==> src/rtl/snake_pixel_gen.sv <==
// snake_pixel_gen: snake game engine and pixel colour source ahead of the VGA controller.
// Optional: define SNAKE_GRID_EN to draw cell grid lines on the background.
module snake_pixel_gen #(
    parameter int CELL_LOG2   = 4,
    parameter int GRID_W      = 40,
    parameter int GRID_H      = 30,
    parameter int MAX_LEN     = 16,
    parameter int MOVE_FRAMES = 8
) (
    input  logic       iCLK,
    input  logic       iRST,
    input  logic [9:0] iCoord_X,
    input  logic [9:0] iCoord_Y,
    input  logic       iV_SYNC,
    input  logic       iDir_Valid,
    input  logic [1:0] iDir,
    input  logic       iStart,
    output logic [9:0] oRed,
    output logic [9:0] oGreen,
    output logic [9:0] oBlue,
    output logic [7:0] oScore,
    output logic       oGame_Over
);
    localparam int XW = $clog2(GRID_W) + 1;
    localparam int YW = $clog2(GRID_H) + 1;
    localparam int LW = $clog2(MAX_LEN + 1);
    localparam int FW = $clog2(MOVE_FRAMES + 1);

    localparam logic [1:0] UP    = 2'd0;
    localparam logic [1:0] RIGHT = 2'd1;
    localparam logic [1:0] DOWN  = 2'd2;
    localparam logic [1:0] LEFT  = 2'd3;

    typedef enum logic [1:0] {RUN, STEP, CHECK, DEAD} state_t;

    state_t        state;
    logic [XW-1:0] segX [MAX_LEN];
    logic [YW-1:0] segY [MAX_LEN];
    logic [LW-1:0] len;
    logic [1:0]    dir;
    logic [1:0]    pendDir;
    logic [XW-1:0] foodX;
    logic [YW-1:0] foodY;
    logic [XW-1:0] nhX;
    logic [YW-1:0] nhY;
    logic [FW-1:0] frameCnt;
    logic [15:0]   lfsr;
    logic          vsPrev;

    logic          tick;
    logic          doInit;
    logic          wallHit;
    logic          selfHit;
    logic          eat;
    logic [5:0]    lfsrX;
    logic [4:0]    lfsrY;
    logic [XW-1:0] newFoodX;
    logic [YW-1:0] newFoodY;

    assign tick   = vsPrev & ~iV_SYNC;
    assign doInit = iRST | (state == DEAD && iStart);

    // Fold out-of-range LFSR fields back onto the grid.
    assign lfsrX    = lfsr[5:0];
    assign lfsrY    = lfsr[10:6];
    assign newFoodX = XW'(lfsrX >= 6'(GRID_W) ? lfsrX - 6'(64 - GRID_W) : lfsrX);
    assign newFoodY = YW'(lfsrY >= 5'(GRID_H) ? lfsrY - 5'(32 - GRID_H) : lfsrY);

    // Off-grid heads wrap to large unsigned values, so one compare covers -1.
    assign wallHit = (nhX >= XW'(GRID_W)) || (nhY >= YW'(GRID_H));
    assign eat     = (nhX == foodX) && (nhY == foodY);

    always_comb begin
        selfHit = 1'b0;
        for (int i = 0; i < MAX_LEN - 1; i++) begin
            if (LW'(i + 1) < len && segX[i] == nhX && segY[i] == nhY)
                selfHit = 1'b1;
        end
    end

    always_ff @(posedge iCLK) begin
        if (iRST) begin
            vsPrev <= 1'b0;
            lfsr   <= 16'hACE1;
        end else begin
            vsPrev <= iV_SYNC;
            lfsr   <= {lfsr[0] ^ lfsr[2] ^ lfsr[3] ^ lfsr[5], lfsr[15:1]};
        end
    end

    always_ff @(posedge iCLK) begin
        if (doInit) begin
            state      <= RUN;
            len        <= LW'(3);
            for (int i = 0; i < MAX_LEN; i++) begin
                segX[i] <= '0;
                segY[i] <= '0;
            end
            segX[0]    <= XW'(20);
            segX[1]    <= XW'(19);
            segX[2]    <= XW'(18);
            segY[0]    <= YW'(15);
            segY[1]    <= YW'(15);
            segY[2]    <= YW'(15);
            dir        <= RIGHT;
            pendDir    <= RIGHT;
            foodX      <= XW'(30);
            foodY      <= YW'(15);
            nhX        <= '0;
            nhY        <= '0;
            frameCnt   <= '0;
            oScore     <= 8'd0;
            oGame_Over <= 1'b0;
        end else begin
            if (iDir_Valid && state != STEP && iDir != (dir ^ 2'd2))
                pendDir <= iDir;
            unique case (state)
                RUN: begin
                    if (tick) begin
                        if (frameCnt == FW'(MOVE_FRAMES - 1)) begin
                            frameCnt <= '0;
                            state    <= STEP;
                        end else begin
                            frameCnt <= frameCnt + FW'(1);
                        end
                    end
                end
                STEP: begin
                    dir   <= pendDir;
                    state <= CHECK;
                    unique case (1'b1)
                        pendDir == UP: begin
                            nhX <= segX[0];
                            nhY <= segY[0] - YW'(1);
                        end
                        pendDir == RIGHT: begin
                            nhX <= segX[0] + XW'(1);
                            nhY <= segY[0];
                        end
                        pendDir == DOWN: begin
                            nhX <= segX[0];
                            nhY <= segY[0] + YW'(1);
                        end
                        pendDir == LEFT: begin
                            nhX <= segX[0] - XW'(1);
                            nhY <= segY[0];
                        end
                    endcase
                end
                CHECK: begin
                    if (wallHit || selfHit) begin
                        state      <= DEAD;
                        oGame_Over <= 1'b1;
                    end else begin
                        state <= RUN;
                        for (int i = MAX_LEN - 1; i > 0; i--) begin
                            segX[i] <= segX[i-1];
                            segY[i] <= segY[i-1];
                        end
                        segX[0] <= nhX;
                        segY[0] <= nhY;
                        // Growth keeps the shifted-out tail by bumping len.
                        if (eat) begin
                            if (len != LW'(MAX_LEN))
                                len <= len + LW'(1);
                            if (oScore != 8'hFF)
                                oScore <= oScore + 8'd1;
                            foodX <= newFoodX;
                            foodY <= newFoodY;
                        end
                    end
                end
                DEAD: begin
                end
            endcase
        end
    end

    logic [9:0]  cellX;
    logic [9:0]  cellY;
    logic        headPix;
    logic        bodyPix;
    logic        foodPix;
    logic [29:0] pixRgb;

    always_comb begin
        cellX   = iCoord_X >> CELL_LOG2;
        cellY   = iCoord_Y >> CELL_LOG2;
        headPix = (cellX == 10'(segX[0])) && (cellY == 10'(segY[0]));
        foodPix = (cellX == 10'(foodX)) && (cellY == 10'(foodY));
        bodyPix = 1'b0;
        for (int i = 1; i < MAX_LEN; i++) begin
            if (LW'(i) < len && cellX == 10'(segX[i]) && cellY == 10'(segY[i]))
                bodyPix = 1'b1;
        end
    end

`ifdef SNAKE_GRID_EN
    logic gridPix;
    assign gridPix = (iCoord_X[CELL_LOG2-1:0] == '0) ||
                     (iCoord_Y[CELL_LOG2-1:0] == '0);
`endif

    always_comb begin
        if (headPix)
            pixRgb = {10'h000, 10'h3FF, 10'h000};
        else if (bodyPix)
            pixRgb = {10'h000, 10'h200, 10'h000};
        else if (foodPix)
            pixRgb = {10'h3FF, 10'h000, 10'h000};
`ifdef SNAKE_GRID_EN
        else if (gridPix)
            pixRgb = {10'h100, 10'h100, 10'h100};
`endif
        else
            pixRgb = {10'h000, 10'h000, 10'h080};
        if (state == DEAD)
            pixRgb[29:20] = 10'h3FF;
    end

    always_ff @(posedge iCLK) begin
        if (iRST) begin
            oRed   <= '0;
            oGreen <= '0;
            oBlue  <= '0;
        end else begin
            oRed   <= pixRgb[29:20];
            oGreen <= pixRgb[19:10];
            oBlue  <= pixRgb[9:0];
        end
    end
endmodule

==> config.mk <==
export PLATFORM = sky130hd
export DESIGN_NAME = snake_pixel_gen
export DESIGN_NICKNAME = d
export VERILOG_FILES = /design/src/rtl/snake_pixel_gen.sv
export SDC_FILE = /design/constraint.sdc
export NUM_CORES = 1
export LEC_CHECK = 0
export ABC_AREA = 1
export BUFFER_PORTS_ARGS = -buffer_cell sky130_fd_sc_hd__buf_2
export CORE_UTILIZATION = 60
export DETAILED_ROUTE_END_ITERATION = 16
export PLACE_DENSITY = 0.78
export SLEW_MARGIN = 20
export SYNTH_ARGS = -nofsm -noshare
export SYNTH_HDL_FRONTEND = slang
export SYNTH_SLANG_ARGS = --single-unit
==> constraint.sdc <==
create_clock -name iCLK -period 11.3 [get_ports iCLK]
set_clock_uncertainty 0.15 [all_clocks]
set_input_delay 0.565 -clock iCLK [delete_from_list [all_inputs] [get_ports iCLK]]
set_output_delay 0.565 -clock iCLK [all_outputs]
set_load 0.02 [all_outputs]
# Word level (Yosys, flattened, before mapping)
# Memories as Yosys holds them, arrays and structs flattened.
# Index checks and enable logic that the tools add are counted.
dict set report totals {
  regBits 97
  mem_bits_ro 0
  inputBits 27
  mem_bits_rw 208
  wordCells 338
  memories 2
  latch_bits 0
}
# name depth width rd rd_ports_with_merged_regs wr line_no
set memory_table {}
lappend memory_table {segX 16 7 16 0 16 37} ;# logic [XW-1:0] segX [MAX_LEN];
lappend memory_table {segY 16 6 16 0 16 38} ;# logic [YW-1:0] segY [MAX_LEN];
dict set report classes {
  div_mod_pow 0
  n_eq_ne 79
  order_cmp 19
  add_sub_neg 9
  n_shift 0
  n_mul 0
  n_reduce_logical 80
  n_mux 87
  n_bitwise 46
}
# cell count
set op_table {}
lappend op_table {{$eq 6x6->1} 33}
lappend op_table {{$mux 7} 20}
lappend op_table {{$mux 6} 20}
lappend op_table {{$eq 6x7->1} 17}
lappend op_table {{$eq 7x7->1} 16}
lappend op_table {{$mux 30} 3}
lappend op_table {{$logic_and 1x1->1} 66}
lappend op_table {{$lt 4x5->1 const A} 8}
lappend op_table {{$or 1x1->1} 39}
lappend op_table {{$mux 1} 36}
lappend op_table {{$pmux 7 s3} 1}
lappend op_table {{$lt 3x5->1 const A} 4}
lappend op_table {{$pmux 6 s3} 1}
lappend op_table {{$lt 2x5->1 const A} 2}
lappend op_table {{$mux 10} 1}
lappend op_table {{$add 8x1->8 const B} 1}
lappend op_table {{$eq 2x2->1 const B} 4}
lappend op_table {{$ne 8x8->1 const B} 1}
lappend op_table {{$reduce_and 4->1} 2}
lappend op_table {{$add 7x1->7 const B} 1}
lappend op_table {{$ge 7x6->1 const B} 1}
lappend op_table {{$sub 6x5->7 const B} 1}
lappend op_table {{$sub 7x1->7 const B} 1}
lappend op_table {{$add 6x1->6 const B} 1}
lappend op_table {{27 further kinds} 40}

# Longest topological paths before layout
# Gate-level depths: netlist of run 1.
# An unclocked memory read counts as a cell.
dict set report logic_depth {
  depth_word 25
  mapped_depth 20
  ltp_nobuf 17
}

# Least setup slack after synthesis of run 1
# Ideal clock, no wire load.
dict set report synth_path {
  path_kind {register to register}
  start {register len[1]}
  end {memory segX[0][0] (netlist name), enable pin}
  stages_incl_launch_ff 14
  t_arrival_ns 5.025
  setup_slack_ns 4.487
  path_cell_list {dfxtp_1 -> clkbuf_1 -> nand2_1 -> o21ai_0 -> nand3_1 -> nor2_1 -> nand2_1 -> nand2_1 -> nor2_1 -> nand3_1 -> nor2_1 -> nand2_1 -> clkbuf_1 -> nand2_1}
}
# item line_no
set synth_rtl {}
lappend synth_rtl {{from (decl)} 39} ;# logic [LW-1:0] len;
lappend synth_rtl {{from (signal assigned)} 165} ;# len <= len + LW'(1);
lappend synth_rtl {{to (decl)} 37}

==> results.py, run 1 <==
metrics = {
    "sta": {
        "finalWorstSetupSlack_ns": 4.594,
        "rsz0062_at_grt": "false",
        "relSlewSlack": 0.1764,
        "final_hold_viol_count": 0,
        "fin_crit_sh": 0.5934,
        "setup_viol": 0,
        "worstMarginPinSlew_ns": 1.234,
        "drv_slew": 0,
        "fmax_mhz": 149.1,
        "period_needed_ns": 6.706,
        "timing.setup.tns_ns": 0,
    },
    "cts": {
        "post_cts_buffers": 0,
        "clock_sinks": 279,
        "hold_buffers": 0,
        "clk_pin_slew_ns": 0.06,
        "clock_latency_ns": 0.58,
        "cts_tree": "done",
        "cts_max_level": 1,
        "cts_buffer_depth": 3,
        "post_cts_resized": 0,
        "cts_root_buffer": "clkbuf_16",
        "cts_buffers": 31,
    },
    "die": {
        "rows": 64,
        "chipHeight_um": 178.6,
        "start_util": 0.6114,
        "ios": 66,
        "dieArea_um2": 31880,
        "core_area_um2": 30590,
        "chipWidth_um": 178.6,
    },
    "global_routing": {
        "antenna_found_initial": 0,
        "grt_util_met1": 0.5347,
        "grtUsageMet3": 0.1019,
        "top_usage_layer": "met2",
        "grt_max_degree": 90,
        "grt_util_met2": 0.6339,
        "gr-usage-all-layers": 0.4199,
        "grt_pass1_vias": 16510,
        "grt_overflow": 0,
        "grt_pass1_wl_um": 98050,
    },
    "layout": {
        "final_cell_mix": "nand2_1, nor2_1, inv_1",
        "final_common_cell": "nand2_1",
        "syn_to_final_growth_pct": 6.362,
        "antennaDiodeCount": 0,
        "fillers": 2725,
        "fin_nets": 2565,
        "drive_gt1_frac": 0.1004,
    },
    "logic_synthesis": {
        "synthCells": 2540,
        "seq_area_frac_synth": 0.4100,
        "synth.avg_cell_area_um2": 7.363,
        "synth_edf_count": 208,
        "synth_seq_cells": 279,
        "synth_area_um2": 18700,
        "yosys_most_used_dff": "edfxtp_1",
        "synth.distinct_cells": 47,
        "yosysWarnings": 0,
        "async_flop_share": 0,
    },
    "power_and_ir_drop": {
        "pwr-share-comb": 0.094,
        "p_sw_frac": 0.2562,
        "seq_power_share": 0.471,
        "powerDensity_nw_per_um2": 124.8,
        "clkPwrFrac": 0.435,
        "vdd_ir_drop_max_mv": 0.1221,
        "power_switching_mw": 0.6363,
        "p_int_mw": 1.847,
        "p_leak_nw": 8.929,
        "power_mw": 2.483,
    },
    "routing": {
        "first_pass_iters": 6,
        "ant_nets": 0,
        "num_vias": 17710,
        "via_per_inst": 6.033,
        "avgRoutedWirePerCell_um": 22.68,
        "drt-total-wl_um": 66600,
        "drc_errors": 0,
        "first_iter_violations": 2722,
    },
    "job": {
        "maxCapViolations": 0,
    },
    "worst_hold_path": {
        "hold_path.class": "in2reg",
    },
    "worst_setup_path": {
        "worst_path_max_delay_cell": "nand2_4",
        "worstSetupEndpointType": "flip-flop",
        "path_cells": "buf_4 -> inv_2 -> nand2_1 -> nand2_1 -> nor2_1 -> nand2_1 -> nor2_1 -> nand2_1 -> nand2_1 -> nor2_1 -> nand3_1 -> nor2_1 -> nand2_1 -> nand2_4 -> buf_4",
        "path_common_cell": "nand2_1",
        "cp.arrival_ns": 6.76,
        "cp.required_ns": 11.35,
        "cpPeakStageDelay_ns": 1.02,
        "critPathKind": "reg2reg",
        "startpoint_type": "flip-flop",
        "crit_path_max_fanout": 79,
    },
    "placement": {
        "port_buffers": 48,
        "hpwl_um": 43110,
        "pre_cts_slack_ns": 4.894,
        "routabilityCongestion": 1.013,
    },
    "outcome": {
        "status": "finished clean",
    },
}
state kept, by name, summed over array words and instances, names as in the netlist:
| signal | flops |
|---|---|
| nhY | 6 |
| oGreen | 2 |
| oGame_Over | 1 |
| vsPrev | 1 |
| nhX | 7 |
| oBlue | 1 |
| segX | 112 |
| segY | 96 |
| frameCnt | 4 |
| pendDir | 2 |
| foodX | 7 |
| lfsr | 16 |
| oRed | 1 |
| dir | 2 |
| state | 2 |
| oScore | 8 |
| len | 5 |
| foodY | 6 |
cell families after synthesis:
family / share of synthesized area
simple gates: 0.3148
xor+xnor: 0.07820
buf+inv: 0.1104
flops: 0.4100
compound gates: 0.07091
fa+ha+maj: 0.01552
other cells: 0.0002005
cell usage after synthesis, types with 3 or more instances:
cell type / count / area, µm²
o221ai_1: 7 / 61.31
a31oi_1: 3 / 18.77
xnor2_1: 99 / 867.1
nor4_1: 4 / 25.02
buf_1: 6 / 22.52
a21oi_1: 60 / 300.3
o22ai_1: 61 / 381.6
buf_4: 55 / 412.9
nand3b_1: 16 / 120.1
buf_6: 18 / 202.7
buf_2: 28 / 140.1
nor2_1: 379 / 1423
o21ai_0: 60 / 300.3
a211oi_1: 3 / 22.52
nand2_1: 727 / 2729
dfxtp_1: 71 / 1421
inv_1: 291 / 1092
nor2_2: 102 / 638.1
edfxtp_1: 208 / 6246
o211ai_1: 10 / 75.07
o2111ai_1: 11 / 96.34
xor2_1: 68 / 595.6
ha_1: 20 / 250.2
inv_2: 15 / 56.30
clkinv_1: 5 / 18.77
nor3_1: 17 / 85.08
clkbuf_1: 30 / 112.6
nand4_1: 53 / 331.6
nand3_1: 85 / 425.4
or2_2: 5 / 31.28
power groups by stage:
stage	clock network (mW)	registers [mW]	logic, mW
global route	1.12	1.17	0.255
floorplan	0	1.18	0.167
CTS	1.08	1.17	0.227
finish	1.08	1.17	0.235
global placement	0	1.19	0.222
detailed placement	0	1.19	0.225
final timing paths:
path / from / slack, ns / depth (start not counted) / endpoint
max reg2reg: nhX[0] / 4.59 / 15 / segX[0][41]
min: iV_SYNC / 0.06 / 3 / vsPrev
max: nhX[0] / 4.59 / 15 / segX[0][41]
min reg2reg: lfsr[11] / 0.26 / 1 / lfsr[10]
metrics by stage:
stage                 util  hold slack [ns]  cells  cell area [µm²]
global placement    0.6144           0.2408   2879            18790
detailed placement  0.6144           0.2423   2879            18790
global route        0.6503          0.08983   2936            19890
CTS                 0.6503          0.05750   2936            19890
finish              0.6503          0.05588   2936            19890
floorplan                -           0.2383   2550            18740
critical path: cells and delay by family (launching register included):
kind          cells  cell delay (ns)
flops             1             0.73
simple gates     12             3.52
buf+inv           3             1.76
routing by layer:
metal  share of wire  vias up
li1                -     7990
met1            0.36     8119
met2            0.43     1293
met3            0.14      310
met4           0.070        0
met5               0        -
layout make-up:
cell class	count	area [µm²]	share of cell area
Clock buffer	51	1065	0.05353
Clock inverter	6	35.03	0.001761
Inverter	312	1174	0.05900
Multi-Input combinational cell	1822	9050	0.4549
Sequential cell	279	7669	0.3855
Tap cell	396	495.5	0.02491
Timing Repair Buffer	70	405.4	0.02038
Note: power is estimated with default switching activity, not from simulation.
==> inputs of run 2 (changes only) <==
Settings changed: CORE_UTILIZATION 60 to 57, PLACE_DENSITY 0.78 to 0.77.
Clock period 11.3 ns to 6.15 ns, I/O delays scaled along.
==> results.py, run 2 (synthesized netlist as in run 1, its figures left out) <==
metrics = {
    "worst_setup_path": {
        "cp.required_ns": 6.25,
        "reg2reg_depth": 13,
        "cp.arrival_ns": 4.55,
        "worstSetupEndpointType": "flip-flop",
        "critPathKind": "reg2reg",
        "startpoint_type": "flip-flop",
        "crit_path_max_fanout": 89,
    },
    "die": {
        "chipHeight_um": 183.1,
        "ios": 66,
        "core_area_um2": 31880,
        "start_util": 0.5867,
        "chipWidth_um": 183.1,
        "dieArea_um2": 33540,
        "rows": 65,
    },
    "cts": {
        "cts_buffer_depth": 3,
        "cts_tree": "done",
        "clock_latency_ns": 0.54,
        "clk_pin_slew_ns": 0.06,
        "post_cts_buffers": 0,
        "cts_buffers": 34,
        "cts_root_buffer": "clkbuf_16",
        "clock_sinks": 279,
        "cts_max_level": 2,
    },
    "global_routing": {
        "grt_overflow": 0,
        "grtUsageMet3": 0.09571,
        "grt_util_met2": 0.5965,
        "gr-usage-all-layers": 0.4003,
        "antenna_found_initial": 0,
        "grt_pass1_wl_um": 99460,
        "grt_pass1_vias": 16720,
        "grt_max_degree": 90,
        "grt_util_met1": 0.5147,
        "top_usage_layer": "met2",
    },
    "layout": {
        "stdcell_count": 2989,
        "final-seq-area_um2": 7671,
        "syn_to_final_growth_pct": 7.085,
        "multi_input_area_um2": 9059,
        "final_common_cell": "nand2_1",
        "antennaDiodeCount": 0,
        "drive_gt1_frac": 0.09906,
        "fillers": 2904,
        "regMostFlops": "segX",
        "fin_nets": 2580,
        "final_cell_mix": "nand2_1, nor2_1, inv_1",
        "largest_register_ffs": 112,
        "top_regs": "segX x112, segY x96, lfsr x16",
    },
    "power_and_ir_drop": {
        "powerDensity_nw_per_um2": 227.6,
        "vdd_ir_drop_max_mv": 0.2251,
        "p_leak_nw": 8.948,
    },
    "worst_hold_path": {
        "whs_path_depth": 4,
        "hold_path.class": "in2reg",
    },
    "routing": {
        "first_pass_iters": 8,
        "avgRoutedWirePerCell_um": 22.30,
        "via_per_inst": 5.952,
        "drt-total-wl_um": 66650,
        "num_vias": 17790,
        "ant_nets": 0,
        "drc_errors": 0,
        "first_iter_violations": 2755,
    },
    "placement": {
        "hpwl_um": 43100,
        "dp.cells": 2925,
        "port_buffers": 48,
        "routabilityCongestion": 1.016,
    },
    "sta": {
        "rsz0062_at_grt": "false",
        "period_needed_ns": 4.450,
        "drv_slew": 0,
        "relSlewSlack": 0.1779,
        "worstMarginPinSlew_ns": 1.231,
        "fin_crit_sh": 0.7236,
        "fmax_mhz": 224.7,
        "setup_viol": 0,
        "timing.setup.tns_ns": 0,
        "final_hold_viol_count": 0,
    },
    "job": {
        "maxCapViolations": 0,
    },
    "outcome": {
        "status": "finished clean",
    },
}
## run 2: changes by cell type in the layout (fill, tap and decap cells not counted), moves of 2 or more
cell and change:
buf_4 +6, dfxtp_1 -2, clkinv_1 +5, clkbuf_2 -4, dlygate4sd3_1 +5, clkinv_2 -3
clkbuf_16 -3, clkbuf_8 -3, bufinv_16 +2, dfxtp_2 +2, clkbuf_1 +8
## run 2: where the power goes
group | internal [mW] | switching, mW
Clock | 1.16 | 0.808
Combinational | 0.137 | 0.300
Sequential | 2.08 | 0.0660
Total | 3.38 | 1.17
## run 2: path summary, 6_finish.rpt
check                                start           to  slack [ns]
worst max-delay path                nhX[2]  segY[10][5]        1.70
worst min register to register    lfsr[12]     lfsr[11]        0.25
worst max register to register      nhX[2]  segY[10][5]        1.70
worst min-delay path            iDir_Valid   pendDir[0]        0.02
## run 2: repair_timing
item / CTS / global route
hold endpoints to repair: 5 / 0
gates resized for setup: 0 / 0
hold buffers: 5 / 0
## run 2: metal layers
layer / vias to the layer above / part of all wire
met5: - / 0
met4: 0 / 0.082
met3: 359 / 0.14
met2: 1316 / 0.42
met1: 8088 / 0.36
li1: 8027 / -
## run 2: final cells by class
class,count,share of cell area
multi-input cells,1822,0.4523
well taps,435,0.02718
repair buffers,82,0.02599
clock inverters,10,0.005060
flip-flops and latches,279,0.3830
inverters,312,0.05860
clock buffers,49,0.04785
## run 2: through the flow
step / utilization / cell area, µm² / total power, mW / worst slack (ns) / hold WS (ns)
2_1_floorplan: - / 18740 / 2.475 / 1.433 / 0.2383
3_3_place_gp: 0.5934 / 18920 / 2.591 / 1.876 / 0.2423
3_5_place_dp: 0.5934 / 18920 / 2.601 / 1.973 / 0.2460
4_1_cts: 0.6282 / 20030 / 4.543 / 1.954 / 0.009984
5_1_grt: 0.6282 / 20030 / 4.669 / 1.663 / 0.04286
6_report: 0.6282 / 20030 / 4.558 / 1.700 / 0.01510
## run 2: worst max-delay path, stage by stage (launching register included)
cell and delay (ns):
dfxtp_1 1.01, buf_4 0.34, inv_2 0.26, nand2_1 0.16, nand4_1 0.09, nor2_1 0.14, nand3_1 0.20, nand3_1 0.19
nor2_1 0.07, nand3_2 0.17, nor2_4 0.12, nand2_8 0.47, buf_4 0.54, nor2_1 0.09
